--- src/rtl/axi_pkg.sv ---
// Shared AXI definitions: burst encodings, response codes, the ram2axi FSM state
// type and a worst-response helper.
package axi_pkg;

  typedef enum logic [1:0] {
    BURST_FIXED = 2'b00,
    BURST_INCR  = 2'b01,
    BURST_WRAP  = 2'b10
  } axi_burst_e;

  localparam logic [1:0] RESP_OKAY   = 2'b00;
  localparam logic [1:0] RESP_EXOKAY = 2'b01;
  localparam logic [1:0] RESP_SLVERR = 2'b10;
  localparam logic [1:0] RESP_DECERR = 2'b11;

  typedef enum logic [2:0] {
    ST_IDLE,
    ST_AW,
    ST_W_FETCH,
    ST_W_DATA,
    ST_B,
    ST_AR,
    ST_R,
    ST_DONE
  } ram2axi_state_e;

  // Encodings are ordered by severity, so the numerically larger code is worse.
  function automatic logic [1:0] resp_max(input logic [1:0] a, input logic [1:0] b);
    return (a > b) ? a : b;
  endfunction

endpackage

--- src/rtl/axi_if.sv ---
// AXI4 bundle with master (m) and slave (s) views.
// Handshake: a beat transfers on a rising clk edge where VALID and READY are both 1.
interface axi_if #(
  parameter int ID_W_WIDTH  = 4,
  parameter int ID_R_WIDTH  = 4,
  parameter int ADDR_WIDTH  = 16,
  parameter int DATA_WIDTH  = 32,
  parameter int BYTE_WIDTH  = 8,
  parameter int BATCH_WIDTH = DATA_WIDTH / BYTE_WIDTH
);
  logic [ID_W_WIDTH-1:0]  awid;
  logic [ADDR_WIDTH-1:0]  awaddr;
  logic [7:0]             awlen;
  logic [2:0]             awsize;
  logic [1:0]             awburst;
  logic                   awvalid;
  logic                   awready;
  logic [DATA_WIDTH-1:0]  wdata;
  logic [BATCH_WIDTH-1:0] wstrb;
  logic                   wlast;
  logic                   wvalid;
  logic                   wready;
  logic [ID_W_WIDTH-1:0]  bid;
  logic [1:0]             bresp;
  logic                   bvalid;
  logic                   bready;
  logic [ID_R_WIDTH-1:0]  arid;
  logic [ADDR_WIDTH-1:0]  araddr;
  logic [7:0]             arlen;
  logic [2:0]             arsize;
  logic [1:0]             arburst;
  logic                   arvalid;
  logic                   arready;
  logic [ID_R_WIDTH-1:0]  rid;
  logic [DATA_WIDTH-1:0]  rdata;
  logic [1:0]             rresp;
  logic                   rlast;
  logic                   rvalid;
  logic                   rready;

  modport m (
    output awid, awaddr, awlen, awsize, awburst, awvalid,
    input  awready,
    output wdata, wstrb, wlast, wvalid,
    input  wready,
    input  bid, bresp, bvalid,
    output bready,
    output arid, araddr, arlen, arsize, arburst, arvalid,
    input  arready,
    input  rid, rdata, rresp, rlast, rvalid,
    output rready
  );

  modport s (
    input  awid, awaddr, awlen, awsize, awburst, awvalid,
    output awready,
    input  wdata, wstrb, wlast, wvalid,
    output wready,
    output bid, bresp, bvalid,
    input  bready,
    input  arid, araddr, arlen, arsize, arburst, arvalid,
    output arready,
    output rid, rdata, rresp, rlast, rvalid,
    input  rready
  );
endinterface

--- src/rtl/ram2axi_pmu.sv ---
// Saturating stall/idle counter bank for ram2axi; clear has priority over counting.
module ram2axi_pmu (
  input  logic        clk,
  input  logic        rst,
  input  logic        clear,
  input  logic        aw_stall,
  input  logic        w_stall,
  input  logic        ar_stall,
  input  logic        r_idle,
  output logic [31:0] pmu_aw_stall,
  output logic [31:0] pmu_w_stall,
  output logic [31:0] pmu_ar_stall,
  output logic [31:0] pmu_r_idle
);
  logic [3:0]  ev;
  logic [31:0] cnt [4];

  assign ev = {r_idle, ar_stall, w_stall, aw_stall};

  always_ff @(posedge clk) begin
    for (int i = 0; i < 4; i++) begin
      if (rst || clear) cnt[i] <= '0;
      else if (ev[i] && (cnt[i] != '1)) cnt[i] <= cnt[i] + 32'd1;
    end
  end

  assign pmu_aw_stall = cnt[0];
  assign pmu_w_stall  = cnt[1];
  assign pmu_ar_stall = cnt[2];
  assign pmu_r_idle   = cnt[3];
endmodule

--- src/rtl/ram2axi.sv ---
// Command-driven AXI4 master moving one INCR burst between local RAM and AXI.
// Optional counter bank enabled by macro RAM2AXI_PMU_EN.
module ram2axi
  import axi_pkg::*;
#(
  parameter int ID_W_WIDTH  = 4,
  parameter int ID_R_WIDTH  = 4,
  parameter int ADDR_WIDTH  = 16,
  parameter int DATA_WIDTH  = 32,
  parameter int BYTE_WIDTH  = 8,
  parameter int BATCH_WIDTH = DATA_WIDTH / BYTE_WIDTH
) (
  input  logic                  clk,
  input  logic                  rst,
  input  logic                  cmd_valid,
  output logic                  cmd_ready,
  input  logic                  cmd_write,
  input  logic [((ID_W_WIDTH > ID_R_WIDTH) ? ID_W_WIDTH : ID_R_WIDTH)-1:0] cmd_id,
  input  logic [ADDR_WIDTH-1:0] cmd_axi_addr,
  input  logic [ADDR_WIDTH-1:0] cmd_ram_addr,
  input  logic [7:0]            cmd_len,
  output logic [ADDR_WIDTH-1:0] ram_addr,
  output logic [DATA_WIDTH-1:0] ram_wdata,
  output logic                  ram_we,
  input  logic [DATA_WIDTH-1:0] ram_rdata,
  output logic                  done_valid,
  output logic                  done_write,
  output logic [1:0]            done_resp,
`ifdef RAM2AXI_PMU_EN
  input  logic                  pmu_clear,
  output logic [31:0]           pmu_aw_stall,
  output logic [31:0]           pmu_w_stall,
  output logic [31:0]           pmu_ar_stall,
  output logic [31:0]           pmu_r_idle,
`endif
  output logic [2:0]            dbg_state,
  axi_if.m                      axi_m
);
  localparam int ID_WIDTH = (ID_W_WIDTH > ID_R_WIDTH) ? ID_W_WIDTH : ID_R_WIDTH;

  ram2axi_state_e        state_q, state_d;
  logic                  write_q, write_d;
  logic [ID_WIDTH-1:0]   id_q, id_d;
  logic [ADDR_WIDTH-1:0] axi_addr_q, axi_addr_d;
  logic [ADDR_WIDTH-1:0] ram_ptr_q, ram_ptr_d;
  logic [7:0]            len_q, len_d;
  logic [7:0]            beat_q, beat_d;
  logic [1:0]            resp_q, resp_d;
  logic                  idle_ready, aw_valid, w_valid, b_ready, ar_valid, r_ready;
  logic                  last_beat;

  assign last_beat = (beat_q == len_q);

  always_ff @(posedge clk) begin
    if (rst) begin
      state_q    <= ST_IDLE;
      write_q    <= 1'b0;
      id_q       <= '0;
      axi_addr_q <= '0;
      ram_ptr_q  <= '0;
      len_q      <= '0;
      beat_q     <= '0;
      resp_q     <= RESP_OKAY;
    end else begin
      state_q    <= state_d;
      write_q    <= write_d;
      id_q       <= id_d;
      axi_addr_q <= axi_addr_d;
      ram_ptr_q  <= ram_ptr_d;
      len_q      <= len_d;
      beat_q     <= beat_d;
      resp_q     <= resp_d;
    end
  end

  always_comb begin
    state_d    = state_q;
    write_d    = write_q;
    id_d       = id_q;
    axi_addr_d = axi_addr_q;
    ram_ptr_d  = ram_ptr_q;
    len_d      = len_q;
    beat_d     = beat_q;
    resp_d     = resp_q;
    idle_ready = 1'b0;
    aw_valid   = 1'b0;
    w_valid    = 1'b0;
    b_ready    = 1'b0;
    ar_valid   = 1'b0;
    r_ready    = 1'b0;
    ram_we     = 1'b0;
    done_valid = 1'b0;
    case (state_q)
      ST_IDLE: begin
        idle_ready = 1'b1;
        if (cmd_valid) begin
          write_d    = cmd_write;
          id_d       = cmd_id;
          axi_addr_d = cmd_axi_addr;
          ram_ptr_d  = cmd_ram_addr;
          len_d      = cmd_len;
          beat_d     = '0;
          resp_d     = RESP_OKAY;
          state_d    = cmd_write ? ST_AW : ST_AR;
        end
      end
      ST_AW: begin
        aw_valid = 1'b1;
        if (axi_m.awready) state_d = ST_W_FETCH;
      end
      ST_W_FETCH: state_d = ST_W_DATA;
      ST_W_DATA: begin
        w_valid = 1'b1;
        if (axi_m.wready) begin
          ram_ptr_d = ram_ptr_q + ADDR_WIDTH'(1);
          beat_d    = beat_q + 8'd1;
          state_d   = last_beat ? ST_B : ST_W_FETCH;
        end
      end
      ST_B: begin
        b_ready = 1'b1;
        if (axi_m.bvalid) begin
          resp_d  = axi_m.bresp;
          state_d = ST_DONE;
        end
      end
      ST_AR: begin
        ar_valid = 1'b1;
        if (axi_m.arready) state_d = ST_R;
      end
      ST_R: begin
        r_ready = 1'b1;
        if (axi_m.rvalid) begin
          ram_we    = 1'b1;
          ram_ptr_d = ram_ptr_q + ADDR_WIDTH'(1);
          beat_d    = beat_q + 8'd1;
          resp_d    = resp_max(resp_q, axi_m.rresp);
          // A burst whose RLAST disagrees with the requested length is a slave error.
          if (axi_m.rlast != last_beat) resp_d = resp_max(resp_d, RESP_SLVERR);
          if (axi_m.rlast || last_beat) state_d = ST_DONE;
        end
      end
      ST_DONE: begin
        done_valid = 1'b1;
        state_d    = ST_IDLE;
      end
      default: state_d = ST_IDLE;
    endcase
  end

  assign cmd_ready  = idle_ready & ~rst;
  assign ram_addr   = ram_ptr_q;
  assign ram_wdata  = axi_m.rdata;
  assign done_write = write_q;
  assign done_resp  = resp_q;
  assign dbg_state  = state_q;

  assign axi_m.awid    = id_q[ID_W_WIDTH-1:0];
  assign axi_m.awaddr  = axi_addr_q;
  assign axi_m.awlen   = len_q;
  assign axi_m.awsize  = 3'($clog2(BATCH_WIDTH));
  assign axi_m.awburst = BURST_INCR;
  assign axi_m.awvalid = aw_valid;
  assign axi_m.wdata   = ram_rdata;
  assign axi_m.wstrb   = '1;
  assign axi_m.wlast   = last_beat;
  assign axi_m.wvalid  = w_valid;
  assign axi_m.bready  = b_ready;
  assign axi_m.arid    = id_q[ID_R_WIDTH-1:0];
  assign axi_m.araddr  = axi_addr_q;
  assign axi_m.arlen   = len_q;
  assign axi_m.arsize  = 3'($clog2(BATCH_WIDTH));
  assign axi_m.arburst = BURST_INCR;
  assign axi_m.arvalid = ar_valid;
  assign axi_m.rready  = r_ready;

`ifdef RAM2AXI_PMU_EN
  ram2axi_pmu u_pmu (
    .clk          (clk),
    .rst          (rst),
    .clear        (pmu_clear),
    .aw_stall     (aw_valid & ~axi_m.awready),
    .w_stall      (w_valid & ~axi_m.wready),
    .ar_stall     (ar_valid & ~axi_m.arready),
    .r_idle       ((state_q == ST_R) & ~axi_m.rvalid),
    .pmu_aw_stall (pmu_aw_stall),
    .pmu_w_stall  (pmu_w_stall),
    .pmu_ar_stall (pmu_ar_stall),
    .pmu_r_idle   (pmu_r_idle)
  );
`endif
endmodule

--- src/flat_wrapper.sv ---
// flat-port wrapper written by rule: the top's interface ports become plain ports
module ram2axi_flat import axi_pkg::*;
#(
  parameter int ID_W_WIDTH  = 4,
  parameter int ID_R_WIDTH  = 4,
  parameter int ADDR_WIDTH  = 16,
  parameter int DATA_WIDTH  = 32,
  parameter int BYTE_WIDTH  = 8,
  parameter int BATCH_WIDTH = DATA_WIDTH / BYTE_WIDTH
)
  (clk, rst, cmd_valid, cmd_ready, cmd_write, cmd_id, cmd_axi_addr, cmd_ram_addr, cmd_len, ram_addr, ram_wdata, ram_we, ram_rdata, done_valid, done_write, done_resp, dbg_state, axi_m_awid, axi_m_awaddr, axi_m_awlen, axi_m_awsize, axi_m_awburst, axi_m_awvalid, axi_m_awready, axi_m_wdata, axi_m_wstrb, axi_m_wlast, axi_m_wvalid, axi_m_wready, axi_m_bid, axi_m_bresp, axi_m_bvalid, axi_m_bready, axi_m_arid, axi_m_araddr, axi_m_arlen, axi_m_arsize, axi_m_arburst, axi_m_arvalid, axi_m_arready, axi_m_rid, axi_m_rdata, axi_m_rresp, axi_m_rlast, axi_m_rvalid, axi_m_rready);
  axi_if #(.ID_W_WIDTH(ID_W_WIDTH), .ID_R_WIDTH(ID_R_WIDTH), .ADDR_WIDTH(ADDR_WIDTH), .DATA_WIDTH(DATA_WIDTH), .BYTE_WIDTH(BYTE_WIDTH), .BATCH_WIDTH(BATCH_WIDTH)) axi_m_i ();
  input  logic clk;
  input  logic rst;
  input  logic cmd_valid;
  output logic cmd_ready;
  input  logic cmd_write;
  input  logic [((ID_W_WIDTH > ID_R_WIDTH) ? ID_W_WIDTH : ID_R_WIDTH)-1:0] cmd_id;
  input  logic [ADDR_WIDTH-1:0] cmd_axi_addr;
  input  logic [ADDR_WIDTH-1:0] cmd_ram_addr;
  input  logic [7:0] cmd_len;
  output logic [ADDR_WIDTH-1:0] ram_addr;
  output logic [DATA_WIDTH-1:0] ram_wdata;
  output logic ram_we;
  input  logic [DATA_WIDTH-1:0] ram_rdata;
  output logic done_valid;
  output logic done_write;
  output logic [1:0] done_resp;
  output logic [2:0] dbg_state;
  output wire logic [$bits(axi_m_i.awid)-1:0] axi_m_awid;
  output wire logic [$bits(axi_m_i.awaddr)-1:0] axi_m_awaddr;
  output wire logic [$bits(axi_m_i.awlen)-1:0] axi_m_awlen;
  output wire logic [$bits(axi_m_i.awsize)-1:0] axi_m_awsize;
  output wire logic [$bits(axi_m_i.awburst)-1:0] axi_m_awburst;
  output wire logic [$bits(axi_m_i.awvalid)-1:0] axi_m_awvalid;
  input wire logic [$bits(axi_m_i.awready)-1:0] axi_m_awready;
  output wire logic [$bits(axi_m_i.wdata)-1:0] axi_m_wdata;
  output wire logic [$bits(axi_m_i.wstrb)-1:0] axi_m_wstrb;
  output wire logic [$bits(axi_m_i.wlast)-1:0] axi_m_wlast;
  output wire logic [$bits(axi_m_i.wvalid)-1:0] axi_m_wvalid;
  input wire logic [$bits(axi_m_i.wready)-1:0] axi_m_wready;
  input wire logic [$bits(axi_m_i.bid)-1:0] axi_m_bid;
  input wire logic [$bits(axi_m_i.bresp)-1:0] axi_m_bresp;
  input wire logic [$bits(axi_m_i.bvalid)-1:0] axi_m_bvalid;
  output wire logic [$bits(axi_m_i.bready)-1:0] axi_m_bready;
  output wire logic [$bits(axi_m_i.arid)-1:0] axi_m_arid;
  output wire logic [$bits(axi_m_i.araddr)-1:0] axi_m_araddr;
  output wire logic [$bits(axi_m_i.arlen)-1:0] axi_m_arlen;
  output wire logic [$bits(axi_m_i.arsize)-1:0] axi_m_arsize;
  output wire logic [$bits(axi_m_i.arburst)-1:0] axi_m_arburst;
  output wire logic [$bits(axi_m_i.arvalid)-1:0] axi_m_arvalid;
  input wire logic [$bits(axi_m_i.arready)-1:0] axi_m_arready;
  input wire logic [$bits(axi_m_i.rid)-1:0] axi_m_rid;
  input wire logic [$bits(axi_m_i.rdata)-1:0] axi_m_rdata;
  input wire logic [$bits(axi_m_i.rresp)-1:0] axi_m_rresp;
  input wire logic [$bits(axi_m_i.rlast)-1:0] axi_m_rlast;
  input wire logic [$bits(axi_m_i.rvalid)-1:0] axi_m_rvalid;
  output wire logic [$bits(axi_m_i.rready)-1:0] axi_m_rready;
  assign axi_m_awid = axi_m_i.awid;
  assign axi_m_awaddr = axi_m_i.awaddr;
  assign axi_m_awlen = axi_m_i.awlen;
  assign axi_m_awsize = axi_m_i.awsize;
  assign axi_m_awburst = axi_m_i.awburst;
  assign axi_m_awvalid = axi_m_i.awvalid;
  assign axi_m_i.awready = axi_m_awready;
  assign axi_m_wdata = axi_m_i.wdata;
  assign axi_m_wstrb = axi_m_i.wstrb;
  assign axi_m_wlast = axi_m_i.wlast;
  assign axi_m_wvalid = axi_m_i.wvalid;
  assign axi_m_i.wready = axi_m_wready;
  assign axi_m_i.bid = axi_m_bid;
  assign axi_m_i.bresp = axi_m_bresp;
  assign axi_m_i.bvalid = axi_m_bvalid;
  assign axi_m_bready = axi_m_i.bready;
  assign axi_m_arid = axi_m_i.arid;
  assign axi_m_araddr = axi_m_i.araddr;
  assign axi_m_arlen = axi_m_i.arlen;
  assign axi_m_arsize = axi_m_i.arsize;
  assign axi_m_arburst = axi_m_i.arburst;
  assign axi_m_arvalid = axi_m_i.arvalid;
  assign axi_m_i.arready = axi_m_arready;
  assign axi_m_i.rid = axi_m_rid;
  assign axi_m_i.rdata = axi_m_rdata;
  assign axi_m_i.rresp = axi_m_rresp;
  assign axi_m_i.rlast = axi_m_rlast;
  assign axi_m_i.rvalid = axi_m_rvalid;
  assign axi_m_rready = axi_m_i.rready;
  ram2axi #(.ID_W_WIDTH(ID_W_WIDTH), .ID_R_WIDTH(ID_R_WIDTH), .ADDR_WIDTH(ADDR_WIDTH), .DATA_WIDTH(DATA_WIDTH), .BYTE_WIDTH(BYTE_WIDTH), .BATCH_WIDTH(BATCH_WIDTH)) u_core (.clk(clk), .rst(rst), .cmd_valid(cmd_valid), .cmd_ready(cmd_ready), .cmd_write(cmd_write), .cmd_id(cmd_id), .cmd_axi_addr(cmd_axi_addr), .cmd_ram_addr(cmd_ram_addr), .cmd_len(cmd_len), .ram_addr(ram_addr), .ram_wdata(ram_wdata), .ram_we(ram_we), .ram_rdata(ram_rdata), .done_valid(done_valid), .done_write(done_write), .done_resp(done_resp), .dbg_state(dbg_state), .axi_m(axi_m_i));
endmodule
--- config.mk ---
export PLATFORM = sky130hd
export DESIGN_NAME = ram2axi_flat
export DESIGN_NICKNAME = d
export VERILOG_FILES = /design/src/rtl/axi_pkg.sv /design/src/rtl/axi_if.sv /design/src/rtl/ram2axi_pmu.sv /design/src/rtl/ram2axi.sv /design/src/flat_wrapper.sv
export SDC_FILE = /design/constraint.sdc
export NUM_CORES = 1
export LEC_CHECK = 0
export CAP_MARGIN = 10
export CORE_AREA = 2 2 115 117
export DETAILED_ROUTE_END_ITERATION = 10
export DIE_AREA = 0 0 117 119
export PLACE_DENSITY = 0.79
export SLEW_MARGIN = 25
export SYNTH_ARGS = -nofsm -noshare
export SYNTH_HDL_FRONTEND = slang
export SYNTH_SLANG_ARGS = --single-unit
--- constraint.sdc ---
create_clock -name clk -period 3.75 [get_ports clk]
set_input_delay 0.9375 -clock clk [delete_from_list [all_inputs] [get_ports clk]]
set_output_delay 0.9375 -clock clk [all_outputs]
set_load 0.02 [all_outputs]
==> out/metrics.csv <==
stage,metric,value,unit
timing,hold_viol_final,0,
grt,grt-ovfl-total,0,
critical_path,end_kind,output pin,
critical_path,slowest_delay,630,ps
drt,viasPerCell,4.80,
critical_path,crit_chain,clkdlybuf4s50_1 > nand4b_4 > inv_2 > clkdlybuf4s50_1,
timing,min_period_over_period,89.1,%
floorplanning,die_h,119,um
yosys,netlist_instances,507,
finish,syn2layout_area_growth,27.0,%
drt,vias,3486,
yosys,synth_compound_area_share,17.5,%
critical_path,r2r_start,u_core.dbg_state[2],
critical_path,cp_top_family,buffers and inverters,
power_and_ir_drop,power,0.00338,W
yosys,ys.flop_type,dfxtp_1,
timing,drv_slew,0,
clock_network,path_clk_slew,50,ps
floorplanning,ios,295,
grt,grt_pass1_wl,17000,um
timing,worst_slew_pin_slew,788,ps
timing,fin_skew,5.54,ps
yosys,synth_area_per_cell,7.82,um2
critical_path,cp.required,2810,ps
yosys,ys_warn_count,0,
critical_path,cp_common_cell,clkdlybuf4s50_1,
floorplanning,die-area,0.0139,mm2
clock_network,root_buffer,clkbuf_16,
grt,grt_pass1_vias,3301,
drt,drt_first_pass_iters,4,
critical_path,crit_buf_inv,3,
timing,tns,0,ps
clock_network,clkSinkCount,58,
finish,fin_nets,684,
grt,track_usage,15.6,%
finish,fill_cells,1327,
critical_path,start_kind,primary input,
clock_network,htreeDepth,3,
yosys,synthAdderAreaFrac,1.89,%
power_and_ir_drop,vdd_drop_max,0.000222,V
yosys,yosys.area_share.simple,22.2,%
floorplanning,die_w,117,um
run_status,run_status,finished clean,
finish,antenna_cells,0,
clock_network,cts_resized,0,
clock_network,clk-insertion-delay-late,320,ps
timing,slew_headroom,47.4,%
placed_design,hpwlAfterDp,7810,um
yosys,yosysSeqAreaShare,29.3,%
drt,routedWlPerCell,14.8,um
yosys,async_reset_ff_share,0,%
clock_network,numCtsBuffers,9,
drt,drt_iter0_markers,215,
timing,setup_violations,0,
yosys,yosysTopAreaCell,dfxtp_1,
clock_network,cts_max_path_buffers,2,
critical_path,crit_type,in2out,
timing,min_period,3340,ps
hold_path,hold_path_class,reg2reg,
yosys,synthDistinctLibCells,62,
critical_path,worstPathMaxFanout,6,
floorplanning,core_region_area,0.0129,mm2
clock_network,cts_hold_buf,0,
yosys,synth_mux_area_share,0.789,%
critical_path,cp-startpoint,axi_m_rvalid,
yosys,synth_top_family_by_area,buffers and inverters,
grt,antenna_found_initial,0,
finish,final_cells,726,
clock_network,postCtsSetupBuffers,0,
floorplanning,initial_core_util,30.8,%
timing,worst_hold_slack,457,ps
yosys,ys_ff_latch,58,
yosys,mappedNetlistArea,0.00396,mm2
floorplanning,row_count,42,
finish,final_layout_size_suffix_gt1_share,5.64,%
timing,rsz0062_at_grt,no,
clock_network,cts_tree,done,
yosys,yosysTopAreaCellShare,29.3,%
flow_run,drv_cap,0,
placed_design,gp_congestion,0.831,
placed_design,dp_cells,713,
yosys,synth-edff-count,0,
grt,grt_max_degree,53,
yosys,synth-xor-area-share,3.09,%
drt,wirelength,10800,um
power_and_ir_drop,leakagePower,1.84,nW
yosys,synth_area_leaders,"dfxtp_1 29%, buf_4 21%, nand2_1 8.8%, a21oi_1 5.8%, xor2_1 2.4%",
critical_path,arrival,2400,ps
drt,drc_errors,0,
placed_design,io_buffers,144,
drt,ant_nets,0,
timing,max_freq,299,MHz
hold_path,hold_start,u_core.done_write,
power_and_ir_drop,power_density,671,mW/mm2
critical_path,crit_slowest_cell,clkdlybuf4s50_1,
==> sequential cells by signal (all words and copies together), names as in the netlist <==
signal / count
u_core.axi_m.arid: 4
u_core.axi_m.arlen: 8
u_core.ram_addr: 16
u_core.beat_q: 8
u_core.done_write: 1
u_core.axi_m.araddr: 16
u_core.done_resp: 2
u_core.dbg_state: 3
==> layout make-up <==
| class | instances | area [um2] | share of cell area, % |
|---|---|---|---|
| tap | 176 | 220 | 4.37 |
| sequential | 58 | 1160 | 23.1 |
| clock buffer | 13 | 260 | 5.17 |
| timing repair buffer | 150 | 1480 | 29.4 |
| multi-input combinational | 314 | 1850 | 36.8 |
| inverter | 15 | 56.3 | 1.12 |
==> synthesized netlist by cell type, types with 7 or more instances <==
master and number:
a21oi_1 46, dfxtp_1 58, clkbuf_1 9, buf_4 111, nor3_1 7, nor4_1 7, nand3_1 12, o21ai_0 13
nor2_1 13, inv_1 14, buf_2 8, xor2_1 11, nand2_1 93
==> metrics by stage <==
stage	cell area [um2]	util, %	worst slack (ps)
2_1_floorplan	4010	-	879
3_3_place_gp	4770	37.1	373
3_5_place_dp	4770	37.1	376
4_1_cts	5030	39.1	375
5_1_grt	5030	39.1	234
6_report	5030	39.1	411
==> worst paths after layout <==
| kind | end | cells after the start | slack, ps |
|---|---|---|---|
| worst max-delay path | ram_we | 4 | 410 |
| worst min-delay path | u_core.done_write | 2 | 460 |
| worst max register to register | u_core.ram_addr[13] | 5 | 1110 |
| worst min register to register | u_core.done_write | 2 | 460 |
==> metal layers <==
metal / global-route usage, % / vias to the layer above / wire length [um]
met1: 20.2 / 1590 / 4700
met5: 0 / - / 0
met4: 6.32 / 0 / 257
met3: 6.06 / 29 / 1010
met2: 23.0 / 136 / 4790
li1: - / 1731 / -
==> worst register-to-register path, delay by kind of cell, from the launching register on <==
family	cells	cell delay, ps
compound gates	1	170
xor+xnor	1	290
buf+inv	1	310
flops	1	730
simple gates	2	990
==> logic make-up after synthesis <==
logic type / count (synthesis)
mux: 3
buf+inv: 147
simple gates: 171
xor+xnor: 14
flops: 58
compound gates: 106
other cells: 2
fa+ha+maj: 6
==> power breakdown <==
group	internal (W)	switching (W)
Clock	0.000471	0.000264
Sequential	0.000763	0.000236
Combinational	0.000733	0.000911
==> layout by cell type (no fill, tap or decap), drive strengths merged, types with 3 or more instances in the layout <==
cell type / netlist / layout
a211oi: 4 / 4
a21boi: 3 / 3
a21oi: 46 / 46
a311oi: 7 / 7
a31oi: 5 / 5
and3: 6 / 6
buf: 123 / 7
clkbuf: 9 / 13
clkdlybuf4s50: 0 / 143
conb: 2 / 14
dfxtp: 58 / 58
ha: 6 / 6
inv: 15 / 15
nand2: 93 / 93
nand3: 13 / 13
nand4: 5 / 5
nand4b: 3 / 3
nor2: 14 / 14
nor3: 8 / 8
nor4: 8 / 8
o21ai: 13 / 13
o311ai: 3 / 3
o31ai: 4 / 4
o32ai: 3 / 3
o41ai: 3 / 3
or3: 4 / 4
or4: 4 / 4
xnor2: 3 / 3
xor2: 11 / 11
Power figures use the tool's default switching activity.
